### src/rtl/spi_pkg.sv
// Shared constants and master FSM encoding for the SPI master/slave pair.
package spi_pkg;

  localparam logic [7:0]  ACK_BYTE   = 8'h10;
  localparam int unsigned DATA_W     = 4;
  localparam int unsigned FRAME_BITS = 8;

  typedef enum logic [2:0] {
    IDLE,
    SETUP,
    HIGH,
    LOW,
    HOLD,
    GAP
  } spi_mst_state_e;

endpackage

### src/rtl/spi_phase_timer.sv
// Loadable down-counter; o_tc is high while the count sits at zero.
module spi_phase_timer #(
  parameter int unsigned WIDTH = 4
) (
  input  logic             clk,
  input  logic             reset,
  input  logic             i_load,
  input  logic [WIDTH-1:0] i_load_val,
  output logic             o_tc
);

  logic [WIDTH-1:0] r_cnt;

  always_ff @(posedge clk) begin
    if (reset) begin
      r_cnt <= '0;
    end else if (i_load) begin
      r_cnt <= i_load_val;
    end else if (r_cnt != '0) begin
      r_cnt <= r_cnt - WIDTH'(1);
    end
  end

  assign o_tc = (r_cnt == '0);

endmodule

### src/rtl/spi_master_module.sv
// SPI mode-0 master: one 4-bit nibble out, one 8-bit acknowledge byte in per ss_n frame.
// Define SPI_MASTER_ACK_CHECK_EN to build the acknowledge-byte comparator driving ack_error.
module spi_master_module
  import spi_pkg::*;
#(
  parameter int unsigned CLK_DIV = 4,
  parameter int unsigned SS_GAP  = 4
) (
  input  logic              clk,
  input  logic              reset,
  input  logic [DATA_W-1:0] tx_data,
  input  logic              tx_valid,
  output logic              tx_ready,
  output logic [7:0]        rx_ack,
  output logic              rx_valid,
  output logic              ack_error,
  output logic              busy,
  output logic              sclk_out,
  output logic              mosi_out,
  output logic              ss_n_out,
  input  logic              miso_in
);

  localparam int unsigned TIMER_MAX = (CLK_DIV > SS_GAP) ? CLK_DIV : SS_GAP;
  localparam int unsigned TIMER_W   = $clog2(TIMER_MAX) + 1;

  spi_mst_state_e r_state, w_state_next;

  logic                  w_tc, w_load;
  logic [TIMER_W-1:0]    w_load_val;
  logic                  w_accept, w_capture, w_sclk_fall, w_last_bit, w_frame_end, w_gap_end;
  logic                  r_sclk, r_mosi, r_ss_n, r_busy, r_rx_valid;
  logic                  r_miso_meta, r_miso_sync;
  logic [FRAME_BITS-1:0] r_tx_sr, r_rx_sr, r_rx_ack;
  logic [3:0]            r_bit_cnt;

  // Every phase change restarts the timer with the length of the phase being entered.
  assign w_load     = (w_state_next != r_state);
  assign w_load_val = (w_state_next == GAP) ? TIMER_W'(SS_GAP - 1) : TIMER_W'(CLK_DIV - 1);

  spi_phase_timer #(
    .WIDTH (TIMER_W)
  ) u_phase_timer (
    .clk        (clk),
    .reset      (reset),
    .i_load     (w_load),
    .i_load_val (w_load_val),
    .o_tc       (w_tc)
  );

  always_ff @(posedge clk) begin
    if (reset) begin
      r_state <= IDLE;
    end else begin
      r_state <= w_state_next;
    end
  end

  always_comb begin
    w_state_next = r_state;
    unique case (r_state)
      IDLE:    if (w_accept) w_state_next = SETUP;
      SETUP:   if (w_tc) w_state_next = HIGH;
      HIGH:    if (w_tc) w_state_next = w_last_bit ? HOLD : LOW;
      LOW:     if (w_tc) w_state_next = HIGH;
      HOLD:    if (w_tc) w_state_next = GAP;
      GAP:     if (w_tc) w_state_next = IDLE;
      default: w_state_next = IDLE;
    endcase
  end

  always_comb begin
    tx_ready    = (r_state == IDLE);
    w_accept    = tx_valid && (r_state == IDLE);
    w_capture   = w_tc && ((r_state == SETUP) || (r_state == LOW));
    w_sclk_fall = w_tc && (r_state == HIGH);
    w_last_bit  = (r_bit_cnt == 4'(FRAME_BITS));
    w_frame_end = w_tc && (r_state == HOLD);
    w_gap_end   = w_tc && (r_state == GAP);
  end

  // miso_in comes from another board device, so it is treated as asynchronous.
  always_ff @(posedge clk) begin
    if (reset) begin
      r_miso_meta <= 1'b0;
      r_miso_sync <= 1'b0;
    end else begin
      r_miso_meta <= miso_in;
      r_miso_sync <= r_miso_meta;
    end
  end

  always_ff @(posedge clk) begin
    if (reset) begin
      r_sclk     <= 1'b0;
      r_mosi     <= 1'b0;
      r_ss_n     <= 1'b1;
      r_busy     <= 1'b0;
      r_rx_valid <= 1'b0;
      r_tx_sr    <= '0;
      r_rx_sr    <= '0;
      r_rx_ack   <= '0;
      r_bit_cnt  <= '0;
    end else begin
      r_rx_valid <= 1'b0;
      if (w_accept) begin
        r_tx_sr   <= {tx_data, {(FRAME_BITS - DATA_W){1'b0}}};
        r_mosi    <= tx_data[DATA_W-1];
        r_ss_n    <= 1'b0;
        r_busy    <= 1'b1;
        r_rx_sr   <= '0;
        r_bit_cnt <= '0;
      end
      if (w_capture) begin
        r_sclk  <= 1'b1;
        r_rx_sr <= {r_rx_sr[FRAME_BITS-2:0], r_miso_sync};
        if (!w_last_bit) r_bit_cnt <= r_bit_cnt + 4'd1;
      end
      if (w_sclk_fall) begin
        r_sclk <= 1'b0;
        if (!w_last_bit) begin
          r_tx_sr <= {r_tx_sr[FRAME_BITS-2:0], 1'b0};
          r_mosi  <= r_tx_sr[FRAME_BITS-2];
        end
      end
      if (w_frame_end) begin
        r_ss_n     <= 1'b1;
        r_mosi     <= 1'b0;
        r_rx_ack   <= r_rx_sr;
        r_rx_valid <= 1'b1;
      end
      if (w_gap_end) r_busy <= 1'b0;
    end
  end

`ifdef SPI_MASTER_ACK_CHECK_EN
  logic r_ack_error;

  always_ff @(posedge clk) begin
    if (reset) begin
      r_ack_error <= 1'b0;
    end else if (w_frame_end) begin
      r_ack_error <= (r_rx_sr != ACK_BYTE);
    end
  end

  assign ack_error = r_ack_error;
`else
  assign ack_error = 1'b0;
`endif

  assign sclk_out = r_sclk;
  assign mosi_out = r_mosi;
  assign ss_n_out = r_ss_n;
  assign busy     = r_busy;
  assign rx_valid = r_rx_valid;
  assign rx_ack   = r_rx_ack;

endmodule

### config.mk
export PLATFORM = sky130hd
export DESIGN_NAME = spi_master_module
export DESIGN_NICKNAME = d
export VERILOG_FILES = /design/src/rtl/spi_pkg.sv /design/src/rtl/spi_phase_timer.sv /design/src/rtl/spi_master_module.sv
export SDC_FILE = /design/constraint.sdc
export NUM_CORES = 1
export LEC_CHECK = 0
export CAP_MARGIN = 20
export CORE_MARGIN = 2
export CORE_UTILIZATION = 50
export DETAILED_ROUTE_END_ITERATION = 10
export PLACE_DENSITY = 0.72
export REMOVE_ABC_BUFFERS = 1
export SETUP_SLACK_MARGIN = 0.15
export SYNTH_ARGS = -nofsm -noshare
export SYNTH_HDL_FRONTEND = slang
export SYNTH_SLANG_ARGS = --single-unit
### constraint.sdc
create_clock -name clk -period 2.4 [get_ports clk]
set_input_delay 0.48 -clock clk [delete_from_list [all_inputs] [get_ports clk]]
set_output_delay 0.48 -clock clk [all_outputs]
set_load 0.01 [all_outputs]
# Word level (Yosys, flattened, before mapping)
# Cells that the tools add are included.
[totals]
reg_bits = 41
latch_bits = 0
ram_bits = 0
mem_bits_ro = 0
in_bits = 8
out_inout_bits = 15
elab_cells = 60
memories = 0
[op_classes]
add_sub_neg = 2
mul = 0
n_div = 0
n_lt_le_gt_ge = 0
eq_ne = 7
shifts = 0
n_mux = 21
n_bitwise = 0
reduce_logical = 16
[op_table]
columns = ["operator", "n"]
rows = [
  ["$mux W8", 5],
  ["$mux W3", 6],
  ["$pmux W3 S5", 1],
  ["$mux W4", 3],
  ["$reduce_or A2 Y1", 5],
  ["$eq A3 B2 Y1 const B", 2],
  ["$eq A3 B3 Y1 const B", 2],
  ["$logic_not A3 Y1", 2],
  ["$logic_and A1 B1 Y1", 5],
  ["$add A4 B1 Y4 const B", 1],
  ["$eq A4 B4 Y1 const B", 1],
  ["$mux W1", 4],
  ["$mux W2", 2],
  ["$reduce_bool A2 Y1", 2],
  ["$eq A3 B1 Y1 const B", 1],
  ["$ne A3 B3 Y1", 1],
  ["$reduce_bool A3 Y1", 1],
  ["$sub A3 B1 Y3 const B", 1],
  ["$logic_or A1 B1 Y1", 1],
]

# Depth between registers and ports, before layout
[depth]
depth_word = 6
depth_mapped = 8
mapped_depth_nobuf = 6

# Hierarchy
# Synthesis repeated with hierarchy kept, for this count alone.
[hier_totals]
cells_unflattened = 207
area_unflattened_um2 = 1809.2
[modules_own_cells]
columns = ["module", "instances", "cells_each", "area_per_inst_um2", "seq_area_each_um2"]
rows = [
  ["spi_master_module", 1, 185, 1602.8, 740.7],
  ["spi_phase_timer", 1, 22, 206.4, 60.1],
]

# Worst setup path before layout
# OpenSTA, ideal clock, no wires.
[synth_timing]
path_type = "register -> register"
start = "register u_phase_timer.r_cnt[0]"
end = "register r_bit_cnt[2]"
setup_ns = 0.132
t_arrival_ns = 1.530
t_required_ns = 2.268
slack_ns = 0.737
stages_incl_launch_ff = 9
path_buffers = 2
synth_period_minus_slack_ns = 1.663
cell_sequence = "dfxtp_1 inv_1 ha_1 nor4bb_1 clkbuf_1 nor2_1 clkbuf_1 o21ai_0 a21oi_1"
[synth_between]
elab_chain_cells = 3
[synth_lines]
columns = ["element", "line", "source"]
rows = [
  ["start: declaration", "spi_phase_timer.sv:12", "logic [WIDTH-1:0] r_cnt;"],
  ["start signal: assignment", "spi_phase_timer.sv:18", "r_cnt <= i_load_val;"],
  ["start signal: assignment", "spi_phase_timer.sv:20", "r_cnt <= r_cnt - WIDTH'(1);"],
  ["$logic_not A3 Y1", "spi_phase_timer.sv:24", "assign o_tc = (r_cnt == '0);"],
  ["$logic_and A1 B1 Y1", "spi_master_module.sv:75", "w_capture = w_tc && ((r_state == SETUP) || (r_state == LOW));"],
  ["$mux W4", "spi_master_module.sv:114", "if (w_capture) begin"],
  ["end signal: assignment", "spi_master_module.sv:117", "if (!w_last_bit) r_bit_cnt <= r_bit_cnt + 4'd1;"],
  ["end: declaration", "spi_master_module.sv:35", "logic [3:0] r_bit_cnt;"],
]
# Every way passes these cells.
# A chain may end at the register's enable or synchronous reset.

# Final worst setup path
[layout_timing]
start = "register r_state[1]"
end = "output port tx_ready"
[layout_between]
elab_chain_cells = 1
[layout_lines]
columns = ["element", "line", "source"]
rows = [
  ["start: declaration", "spi_master_module.sv:27", "spi_mst_state_e r_state, w_state_next;"],
  ["start signal: assignment", "spi_master_module.sv:55", "r_state <= w_state_next;"],
  ["$logic_not A3 Y1", "spi_master_module.sv:73", "tx_ready = (r_state == IDLE);"],
  ["end: declaration", "spi_master_module.sv:13", "output logic tx_ready,"],
]
# Every way passes these cells.

==> metrics <==
status=complete, no violations; slew margin rel.=about 55%; library cells used by synthesis=40; total power=roughly 1.4 mW; H-tree depth=2; CP max FO=13; Max Fclk=a little under 500 MHz; final worst slack=327 ps; Die Ht=61.9 um; placed inst area=between 1500 and 2000 sq um; routed vias=1,292; Post-layout nets=roughly 210; Max Root-Sink Buffers=2; register area share after synthesis=47.8%; post-synthesis cell area=1680 sq um; Tcrit/Tclk final=between 80 and 90%; Layout Cells excl Fill=247; Mapped Cells=181; fin util=around three fifths; WL final=~3.2 mm; buffers inserted by post-CTS timing repair=0; crit path launch type=register; Post-synth EDFFs=0; GP Congestion=0.807; number of max-cap violations=0; ys async rst share=0%; DRT iter0 DRCs=122; IO Count=23; vias in the first global route=1,193; Setup Skew=6.51 ps; diode count=0; CTS resizes=0; Syn Area/Cell=~9.3 sq um; Root Buffer=clkbuf_4; pin count of the biggest net entering global routing=19; layout cell share with drive strength beyond 1=8.96%; Initial Utilization=roughly half; Routed Antenna Nets=0; placed insts=240; IO Port Bufs=21; Crit path arrival time=1590 ps; unrepaired setup endpoints after global routing=no; Static Leak=0.757 nW; endpoint class of the critical path=output pin; CTS Sinks=40; clk slew on worst S/H paths=110 ps; final setup violation count=0; first-pass GRT wire length=5.29 mm; Worst VDD drop=roughly 0.44 mV; commonest cells after routing, fill and taps aside=dfxtp_1, nor2_1, clkdlybuf4s50_1, mux2i_1, nand2_1; minimum clock period=slightly above 2000 ps; Final HPWL DP=about 2.2 mm; setup TNS=0 ps; drt via density=5.23; area grow syn2layout=18.4%; clk_lat worst skew=350 ps; Post-CTS Hold Fix Bufs=0; Pre-Repair DR Iteration Count=4; pwr dens=684 nW/um^2; Avg WL per Cell=13.1 um; CTS tree=done; worst slew pin tran=673 ps; Main synth FF type=dfxtp_1; Yosys reg bits=40; TritonCTS Buffers=5; die footprint=3830 sq um; fin area=1980 sq um; DRC=0; Total GRT Usage=19.2%; total grt overflow=0; Critical Path RT=1920 ps; Die X=61.9 um; Core Footprint=3280 sq um; synth warn=0; final hold viol count=0; floorplan row count=21; Crit Path Class=reg -> out; commonest non-fill, non-tap cell in the layout=dfxtp_1; Slew Viols, Final=0; Hold Path Class=reg -> reg; initial antenna violation count=0; Hold Slack=roughly 460 ps; pre-CTS WS=between 200 and 300 ps
path summary, 6_finish.rpt:
path	end	depth (start not counted)	startpoint	slack, ps
setup / recovery	tx_ready	2	r_state[1]	330
hold / removal	r_miso_sync	1	r_miso_meta	460
setup reg to reg	r_bit_cnt[3]	6	u_phase_timer.r_cnt[0]	630
hold reg to reg	r_miso_sync	1	r_miso_meta	460
where the power goes:
part | internal, mW | total (mW) | switching (mW)
logic | 0.137 | 0.296 | 0.160
clock network | 0.107 | 0.321 | 0.214
registers | 0.701 | 0.739 | 0.0373
total | 0.945 | 1.36 | 0.411
worst max-delay path, cell delays in order (launching register included):
cell and delay (ps):
dfxtp_1 460, nor3_1 230, clkdlybuf4s50_1 560
final cells by class:
class	count	area (sq um)
Clock buffer	5	37.5
Clock inverter	2	12.5
Fill cell	282	1300
Inverter	5	18.8
Multi-Input combinational cell	121	793
Sequential cell	40	801
Tap cell	46	57.6
Timing Repair Buffer	28	263
routing by layer:
metal / GRT usage (%) / up-vias / wire length, um
met5: 0 / - / 0
met4: 7.29 / 0 / 65
met3: 7.66 / 7 / 174
met2: 30.8 / 28 / 1490
met1: 23.0 / 593 / 1500
li1: - / 664 / -
kinds of logic after synthesis:
family / count (synthesis) / synth area share (%)
AO/OA/AOI/OAI: 35 / 14.7
adder cells (fa/ha/maj): 4 / 2.99
AND/OR/NAND/NOR: 66 / 19.9
flip-flops: 40 / 47.8
other: 1 / 0.224
multiplexers: 13 / 7.77
buffers and inverters: 20 / 5.53
XOR/XNOR: 2 / 1.05
state kept, by name, summed over array words and instances, names as in the netlist, 3 cells and up:
register	flops
r_state	3
u_phase_timer.r_cnt	3
r_bit_cnt	4
r_tx_sr	7
rx_ack	8
r_rx_sr	8
synth_stat cells, drive strengths merged (2+ instances only):
cell type / number / area share [%]
a22oi: 9 / 4.0
nand2b: 2 / 0.75
a41oi: 2 / 1.0
and2: 3 / 1.1
nor2: 30 / 6.7
a211oi: 3 / 1.3
nand3: 2 / 0.60
nor3: 3 / 0.90
dfxtp: 40 / 48
a311oi: 3 / 1.6
a21oi: 9 / 2.7
mux2i: 13 / 7.8
nor2b: 5 / 1.9
inv: 5 / 1.1
clkbuf: 7 / 1.6
nand2: 12 / 2.7
buf: 8 / 2.8
ha: 4 / 3.0
o21ai: 3 / 0.90
(Power assumes the default switching activity.)
